## config.mk

```make
export PLATFORM = sky130hd
export DESIGN_NAME = pipe_ctrl
export DESIGN_NICKNAME = d
export VERILOG_FILES = /design/src/rtl/pipe_ctrl_pkg.sv /design/src/rtl/pipe_ctrl_mcfsm.sv /design/src/rtl/pipe_ctrl.sv
export SDC_FILE = /design/constraint.sdc
export NUM_CORES = 1
export LEC_CHECK = 0
export CAP_MARGIN = 30
export CORE_MARGIN = 10
export CORE_UTILIZATION = 44
export DETAILED_ROUTE_END_ITERATION = 16
export PLACE_DENSITY = 0.8
export SKIP_CTS_REPAIR_TIMING = 1
export SLEW_MARGIN = 25
export SYNTH_ARGS = -nofsm -noshare
export SYNTH_HDL_FRONTEND = slang
export SYNTH_SLANG_ARGS = --single-unit
```

## constraint.sdc

```tcl
create_clock -name clk -period 3.1 [get_ports clk]
set_input_delay 0.31 -clock clk [delete_from_list [all_inputs] [get_ports clk]]
set_output_delay 0.31 -clock clk [all_outputs]
set_load 0.02 [all_outputs]
```

## src/rtl/pipe_ctrl_pkg.sv

```systemverilog
// pipe_ctrl_pkg: shared types and constants for the pipeline controller (FSM states, slot indices, stall bus width)
package pipe_ctrl_pkg;
  localparam int STALL_BUS_W = 6;
  localparam int SLOT_PC  = 0;
  localparam int SLOT_IF  = 1;
  localparam int SLOT_ID  = 2;
  localparam int SLOT_EX  = 3;
  localparam int SLOT_MEM = 4;
  localparam int SLOT_WB  = 5;
  typedef enum logic [1:0] {
    MC_IDLE  = 2'd0,
    MC_BUSY  = 2'd1,
    MC_DRAIN = 2'd2
  } mc_state_t;
endpackage

```

## src/rtl/pipe_ctrl_mcfsm.sv

```systemverilog
// pipe_ctrl_mcfsm: multi-cycle op FSM (IDLE/BUSY/DRAIN) with timeout counter
//   clk, rst (async, active-low) | mc_start, mc_done, flush_req in
//   mc_busy (BUSY or DRAIN), mc_hold (BUSY: hold issue slot), mc_abort (registered one-cycle pulse)
module pipe_ctrl_mcfsm
  import pipe_ctrl_pkg::*;
#(
  parameter int MC_TIMEOUT = 64
) (
  input  logic clk,
  input  logic rst,
  input  logic mc_start,
  input  logic mc_done,
  input  logic flush_req,
  output logic mc_busy,
  output logic mc_hold,
  output logic mc_abort
);
  localparam int CW = $clog2(MC_TIMEOUT);
  localparam logic [CW-1:0] LAST = CW'(MC_TIMEOUT - 1);
  mc_state_t state_q, state_d;
  logic [CW-1:0] cnt_q, cnt_d;
  logic abort_d;
  always_ff @(posedge clk or negedge rst) begin
    if (!rst) begin
      state_q  <= MC_IDLE;
      cnt_q    <= '0;
      mc_abort <= 1'b0;
    end else begin
      state_q  <= state_d;
      cnt_q    <= cnt_d;
      mc_abort <= abort_d;
    end
  end
  // Abort is registered: the pulse appears in the first IDLE cycle after the op is cancelled.
  always_comb begin
    state_d = state_q;
    cnt_d   = cnt_q;
    abort_d = 1'b0;
    unique case (state_q)
      MC_IDLE: begin
        if (mc_start && !flush_req) begin
          state_d = mc_done ? MC_DRAIN : MC_BUSY;
          cnt_d   = '0;
        end
      end
      MC_BUSY: begin
        if (flush_req) begin
          state_d = MC_IDLE;
          abort_d = 1'b1;
        end else if (mc_done) begin
          state_d = MC_DRAIN;
        end else if (cnt_q == LAST) begin
          state_d = MC_IDLE;
          abort_d = 1'b1;
        end else begin
          cnt_d = cnt_q + 1'b1;
        end
      end
      MC_DRAIN: state_d = MC_IDLE;
      default:  state_d = MC_IDLE;
    endcase
  end
  assign mc_busy = state_q != MC_IDLE;
  assign mc_hold = state_q == MC_BUSY;
endmodule

```

## src/rtl/pipe_ctrl.sv

```systemverilog
// pipe_ctrl: pipeline stall/bubble/flush controller with multi-cycle op tracking
//   clk, rst (async, active-low)
//   stallreq[NSTAGE] per-slot stall requests, mc_start/mc_done multi-cycle handshake, flush_req
//   stall/bubble/flush[NSTAGE] per-slot controls, mc_busy, mc_abort
//   PIPE_CTRL_PERF_EN defined: adds stall_cycles[31:0], saturating count of cycles with stall[0]
module pipe_ctrl
  import pipe_ctrl_pkg::*;
#(
  parameter int NSTAGE     = STALL_BUS_W,
  parameter int MC_STAGE   = SLOT_EX,
  parameter int MC_TIMEOUT = 64
) (
  input  logic              clk,
  input  logic              rst,
  input  logic [NSTAGE-1:0] stallreq,
  input  logic              mc_start,
  input  logic              mc_done,
  input  logic              flush_req,
  output logic [NSTAGE-1:0] stall,
  output logic [NSTAGE-1:0] bubble,
  output logic [NSTAGE-1:0] flush,
  output logic              mc_busy,
  output logic              mc_abort
`ifdef PIPE_CTRL_PERF_EN
  ,
  output logic [31:0]       stall_cycles
`endif
);
  logic mc_hold, kill;
  logic [NSTAGE-1:0] eff, sfx;
  pipe_ctrl_mcfsm #(.MC_TIMEOUT(MC_TIMEOUT)) u_mcfsm (
    .clk      (clk),
    .rst      (rst),
    .mc_start (mc_start),
    .mc_done  (mc_done),
    .flush_req(flush_req),
    .mc_busy  (mc_busy),
    .mc_hold  (mc_hold),
    .mc_abort (mc_abort)
  );
  assign eff = stallreq | (NSTAGE'(mc_hold) << MC_STAGE);
  // sfx[i] is set when any slot at or above i requests a stall, i.e. stall[k:0] for highest k.
  for (genvar i = 0; i < NSTAGE; i++) begin : g_sfx
    assign sfx[i] = |eff[NSTAGE-1:i];
  end
  assign kill   = !rst || flush_req;
  assign stall  = kill ? '0 : sfx;
  // The single slot just above the stalled region receives the bubble.
  assign bubble = kill ? '0 : (sfx << 1) & ~sfx;
  assign flush  = {NSTAGE{kill}};
`ifdef PIPE_CTRL_PERF_EN
  always_ff @(posedge clk or negedge rst) begin
    if (!rst) stall_cycles <= '0;
    else if (stall[0] && !(&stall_cycles)) stall_cycles <= stall_cycles + 1'b1;
  end
`endif
endmodule
```

==> summary.txt, run 1 <==
Routing
  • DRT antenna net count: 0
  • Pre-antenna DRT Iters: 4
  • Vias: 677
  • Detailed Route WL: 1.95 mm
  • Routed length per instance: 16.3 um
  • Iter 0 DRT Violations: 11
  • Residual DRC: 0
  • Vias per cell: 5.64

Placed design
  • Routability Congestion: 0.815
  • HPWL Detailed: 1.62 mm
  • Port buffer count: 29

Floorplanning
  • Core area: 1510 um^2
  • Initial core utilization: 46.5%
  • Die area: 3590 um^2
  • DIE WIDTH: 59.9 um
  • I/O pin count: 31
  • Die H: 59.9 um
  • Row Count: 14

Global route
  • Initial antenna violation count: 0
  • GR Util All Layers: 11.3%
  • Total grt overflow: 0
  • First-pass GRT wire length: 3.14 mm
  • Largest net degree at the start of global routing: 13
  • Vias in the first global route: 677

CTS
  • CTS H-tree lvls: 1
  • Clock Sinks: 9
  • CTS Buffer Depth: 2
  • Clock slew at reported path FFs: 0.07 ns
  • Clock Latency Late Sink: 0.27 ns
  • CTS Buf Count: 3
  • Clock root buffer master: clkbuf_4
  • CTS tree: yes

Yosys
  • Avg Cell Area, Syn: 9.10 um^2
  • Share of flip-flops with an asynchronous set or reset: 100%
  • Mapped Cells: 77
  • Yosys warnings: 0
  • Top cells by area, synth: dfrtp_1, buf_4, and3_1
  • Synth Net Count: 89
  • Top_reg_cell synth: dfrtp_1
  • EDFF count, synth: 0
  • Top cells by count, synth: dfrtp_1, nor2_1, buf_4
  • Synth top area share: 32.1%
  • Count leader, synth: dfrtp_1
  • Flops & latches, synth: 9
  • Sequential area share after synthesis: 32.1%
  • Synth unique cells: 35
  • Post-Syn Area: 701 um^2
  • Largest area contributor in the netlist: dfrtp_1

Final layout
  • Share of layout cells above drive strength 1: 13.5%
  • Final design utilization: 65.9%
  • Antenna Cells: 0
  • Area grow syn2layout: 41.6%
  • Nets: 117
  • Number of fill cells: 134

Setup path
  • Worst Path Required: 2.79 ns
  • Worst setup path class: in2out
  • RR Startpoint: u_mcfsm.cnt_q[1]
  • Worst reg-to-reg setup slack: 1.45 ns
  • Startpoint Class: primary input
  • Peak fanout along the critical path: 4
  • Critical path origin: stallreq[5]
  • CP arrival: 2.30 ns
  • Setup crit end kind: output port

Hold path
  • Hold WC Path Type: in2async

STA
  • Final number of max-transition violations: 0
  • RSZ-0062 raised after global routing: false
  • Clock Skew: 0.00479 ns
  • F_max: 382 MHz
  • Final Hold Fails: 0
  • # setup viols final: 0
  • Total negative slack: 0 ns
  • Fin crit period: 2.61 ns
  • Final period utilization: 84.3%

Power and ir drop
  • Leak: 0.432 nW
  • Pwr/cell area: 308 nW/um^2
  • Peak VDD IR: 0.000222 V
  • Power Total: 0.306 mW

Flow run
  • Max-cap viol count: 0

Outcome
  • Status: completed
[sequential cells by signal, summed over array words and instances (netlist names)]
signal / cells
u_mcfsm.cnt_q: 6
u_mcfsm.state_q: 2
u_mcfsm.mc_abort: 1
[through the flow]
stage | cells | setup WS (ns) | hold WS [ns] | area (um^2)
after floorplan | 77 | 1.51 | 0.0144 | 701
after global placement | 116 | 0.495 | 0.544 | 966
after detailed placement | 116 | 0.480 | 0.559 | 966
after CTS | 120 | 0.476 | 0.355 | 992
after global routing | 120 | 0.348 | 0.367 | 992
final | 120 | 0.485 | 0.363 | 992
[area by class of cell]
class | instances | area, um^2 | area share [%]
inverter | 4 | 15.0 | 1.51
tap | 16 | 20.0 | 2.02
timing repair buffer | 30 | 298 | 30.0
clock buffer | 4 | 26.3 | 2.65
sequential | 9 | 225 | 22.7
multi-input combinational | 57 | 408 | 41.1
[kinds of logic after synthesis]
logic type | Yosys count | share of synthesized area, %
and+or+nand+nor | 39 | 35.5
buffers and inverters | 11 | 9.64
other | 1 | 0.535
adders and majority gates | 1 | 1.79
xor gates and xnor gates | 1 | 1.25
muxes | 1 | 1.61
AOI/OAI and AO/OA | 14 | 17.5
DFF | 9 | 32.1
[cells in the final DEF (no fill, tap or decap), types with 2 or more instances in the layout]
| cell type | synthesis | layout |
|---|---|---|
| and2_1 | 2 | 2 |
| nand2b_1 | 2 | 2 |
| nand3_1 | 2 | 2 |
| o21ai_0 | 2 | 2 |
| clkdlybuf4s50_1 | 0 | 29 |
| inv_1 | 4 | 4 |
| a211o_1 | 2 | 2 |
| or2_1 | 2 | 2 |
| nor3_1 | 5 | 5 |
| dfrtp_1 | 9 | 9 |
| and3_1 | 6 | 6 |
| clkbuf_4 | 0 | 3 |
| a21oi_1 | 2 | 2 |
| nor2_1 | 8 | 8 |
| nand2_1 | 3 | 3 |
[path summary, 6_finish.rpt]
kind	endpoint	cells after the start
worst min-delay path	u_mcfsm.cnt_q[1]	2
min in group clk	u_mcfsm.cnt_q[0]	1
worst min register to register	u_mcfsm.cnt_q[0]	1
worst max-delay path	bubble[1]	6
max in group asynchronous	u_mcfsm.mc_abort	2
worst max register to register	u_mcfsm.cnt_q[5]	5
[worst max-delay path, cell delays in order]
cell             delay [ns]
clkdlybuf4s50_1        0.44
or2_1                  0.31
nor4_4                 0.28
and2b_1                0.20
and3_1                 0.16
clkdlybuf4s50_1        0.60
[routing by layer]
| layer | GRT usage, % | share of wire [%] |
|---|---|---|
| met4 | 4.81 | 1.3 |
| met2 | 20.0 | 51 |
| met5 | 0 | 0 |
| met1 | 11.4 | 38 |
| met3 | 4.45 | 9.5 |
[power breakdown]
group | internal [mW] | switching (mW) | leakage, nW | total (mW)
clock | 0.0499 | 0.0468 | 0.0150 | 0.0966
combinational | 0.0411 | 0.0427 | 0.293 | 0.0838
sequential | 0.121 | 0.00429 | 0.124 | 0.126
(Power assumes the default switching activity.)
==> run 2: changes to the inputs <==
--- a/config.mk
+++ b/config.mk
@@ -7,9 +7,9 @@
 export LEC_CHECK = 0
 export CAP_MARGIN = 30
 export CORE_MARGIN = 10
-export CORE_UTILIZATION = 44
+export CORE_UTILIZATION = 40
 export DETAILED_ROUTE_END_ITERATION = 16
-export PLACE_DENSITY = 0.8
+export PLACE_DENSITY = 0.73
 export SKIP_CTS_REPAIR_TIMING = 1
 export SLEW_MARGIN = 25
 export SYNTH_ARGS = -nofsm -noshare
==> constraint.sdc (replaced) <==
create_clock -name clk -period 2.7 [get_ports clk]
set_input_delay 0.27 -clock clk [delete_from_list [all_inputs] [get_ports clk]]
set_output_delay 0.27 -clock clk [all_outputs]
set_load 0.02 [all_outputs]
==> run 2 against run 1 <==
  * Final cell count grew 1.7%
  * Utilization decreased by 6.5 points
  * Sequential power grew 14%
  * Total power rose by 14%
  * Clock skew rose by 0.0012 ns
  * Global-route usage is 2.2 points lower
  * Flip-flop and latch count stayed put
  * Worst hold slack got worse by 0.028 ns
  * Critical path depth unchanged
  * Worst setup slack got worse by 0.26 ns
  * Critical endpoint unchanged
  * Largest cell class unchanged
==> summary.txt, run 2 (same netlist as run 1, synthesis figures left out) <==
STA
  • Final number of max-transition violations: 0 (unchanged)
  • F_max: 405 MHz
  • Fin crit period: 2.47 ns
  • Final Hold Fails: 0 (unchanged)
  • Total negative slack: 0 ns (unchanged)
  • Min setup slack post-route: 0.229 ns (-0.256 ns)
  • Clock Skew: 0.00599 ns (+0.00120 ns)
  • RSZ-0062 raised after global routing: false
  • Final period utilization: 91.5%
  • # setup viols final: 0 (unchanged)

Final layout
  • Antenna Cells: 0 (unchanged)
  • Final design utilization: 59.3% (-6.5 points)
  • Largest register FFs: 6 (unchanged)
  • Number of fill cells: 163 (+22%)
  • Most frequent cells in the layout: clkdlybuf4s50_1, dfrtp_1, nor2_1
  • FF/Latch Area: 225 um^2 (unchanged)
  • Most flop-heavy register: u_mcfsm.cnt_q
  • Share of layout cells above drive strength 1: 15.2% (+1.8 points)
  • Most common cell after layout, fill and taps aside: clkdlybuf4s50_1
  • Area grow syn2layout: 43.0%
  • Biggest regs: u_mcfsm.cnt_q (6), u_mcfsm.state_q (2), u_mcfsm.mc_abort (1)
  • Nets: 118 (+0.85%)
  • Final Cell Area: 1000 um^2 (+1.0%)
  • Multi-input combinational cell area: 408 um^2 (unchanged)

Floorplanning
  • Initial core utilization: 41.5% (-5.0 points)
  • I/O pin count: 31 (unchanged)
  • Row Count: 15 (+1)
  • Die area: 3830 um^2 (+6.6%)
  • DIE WIDTH: 61.9 um (+3.3%)
  • Die H: 61.9 um (+3.3%)
  • Core area: 1690 um^2 (+12%)

CTS
  • CTS Buf Count: 3 (unchanged)
  • CTS tree: yes
  • Clock Sinks: 9 (unchanged)
  • CTS H-tree lvls: 1 (unchanged)
  • Clock slew at reported path FFs: 0.07 ns (about the same)
  • Clock Latency Late Sink: 0.26 ns (about the same)
  • Clock root buffer master: clkbuf_4
  • CTS Buffer Depth: 2 (unchanged)

Power and ir drop
  • Peak VDD IR: 0.000239 V (+7.6%)
  • Pwr/cell area: 347 nW/um^2 (+12%)
  • Leak: 0.440 nW (+1.8%)

Placed design
  • HPWL Detailed: 1.50 mm (-7.2%)
  • Port buffer count: 29 (unchanged)
  • Post-place setup slack: 0.231 ns (-0.249 ns)
  • Dpl cell area: 975 um^2 (+0.91%)
  • Routability Congestion: 0.801 (-1.7%)

Global route
  • GR Util All Layers: 9.14% (-2.2 points)
  • Vias in the first global route: 584 (-14%)
  • Largest net degree at the start of global routing: 13 (unchanged)
  • Initial antenna violation count: 0 (unchanged)
  • Total grt overflow: 0 (unchanged)
  • First-pass GRT wire length: 2.66 mm (-15%)

Setup path
  • Worst setup path class: in2out
  • Peak fanout along the critical path: 4 (unchanged)
  • CP arrival: 2.20 ns (-0.10 ns)
  • Worst Path Required: 2.43 ns (-0.36 ns)
  • Startpoint Class: primary input
  • Setup crit end kind: output port

Routing
  • Detailed Route WL: 1.79 mm (-8.4%)
  • Vias: 637 (-5.9%)
  • Pre-antenna DRT Iters: 4 (unchanged)
  • DRT antenna net count: 0 (unchanged)
  • Iter 0 DRT Violations: 8 (-3)
  • Routed length per instance: 14.7 um (-9.9%)
  • Residual DRC: 0 (unchanged)
  • Vias per cell: 5.22 (-7.5%)

Hold path
  • Hold WC Path Type: in2async

Outcome
  • Status: completed

Flow run
  • Max-cap viol count: 0 (unchanged)
[run 2: cell count changes in the layout (fill, tap and decap cells not counted)]
cell      change
buf_4         +1
clkbuf_1      -1
clkinv_2      +1
[run 2: area by class of cell]
cell class	instances	share of cell area, %
repair buffers	31	30.5
multi-input cells	57	40.7
clock buffers	3	2.25
flip-flops and latches	9	22.5
clock inverters	1	0.499
inverters	4	1.50
well taps	17	2.12
[run 2: routing by layer]
metal	wire (um)	vias up	global-route usage, %
met5	0	-	0
met4	0	0	3.82
met3	132	0	3.46
met2	880	17	15.4
met1	776	299	10.1
li1	-	321	-
[run 2: power breakdown]
group / internal, mW / leakage, nW / total (mW) / switching [mW]
clock network: 0.0547 / 0.0177 / 0.107 / 0.0520
logic: 0.0480 / 0.298 / 0.0969 / 0.0488
registers: 0.139 / 0.124 / 0.144 / 0.00490
[run 2: final timing paths]
kind / from / to / slack, ns / depth (start not counted)
max in group asynchronous: rst / u_mcfsm.state_q[1] / 2.22 / 2
max reg2reg: u_mcfsm.cnt_q[1] / u_mcfsm.cnt_q[3] / 1.06 / 5
min: rst / u_mcfsm.cnt_q[5] / 0.34 / 2
max: stallreq[5] / bubble[1] / 0.23 / 6
min in group clk: u_mcfsm.cnt_q[0] / u_mcfsm.cnt_q[0] / 0.57 / 1
min reg2reg: u_mcfsm.cnt_q[0] / u_mcfsm.cnt_q[0] / 0.57 / 1
[run 2: through the flow]
stage               instances  power [mW]  hold WS (ns)
floorplan                  77       0.197       -0.0256
CTS                       122       0.351         0.338
detailed placement        118       0.244         0.551
global route              122       0.367         0.353
global placement          118       0.243         0.544
finish                    122       0.348         0.335
[run 2: critical path: stages]
cell	delay, ns
clkdlybuf4s50_1	0.43
or2_1	0.31
nor4_4	0.26
and2b_1	0.19
and3_1	0.15
clkdlybuf4s50_1	0.60
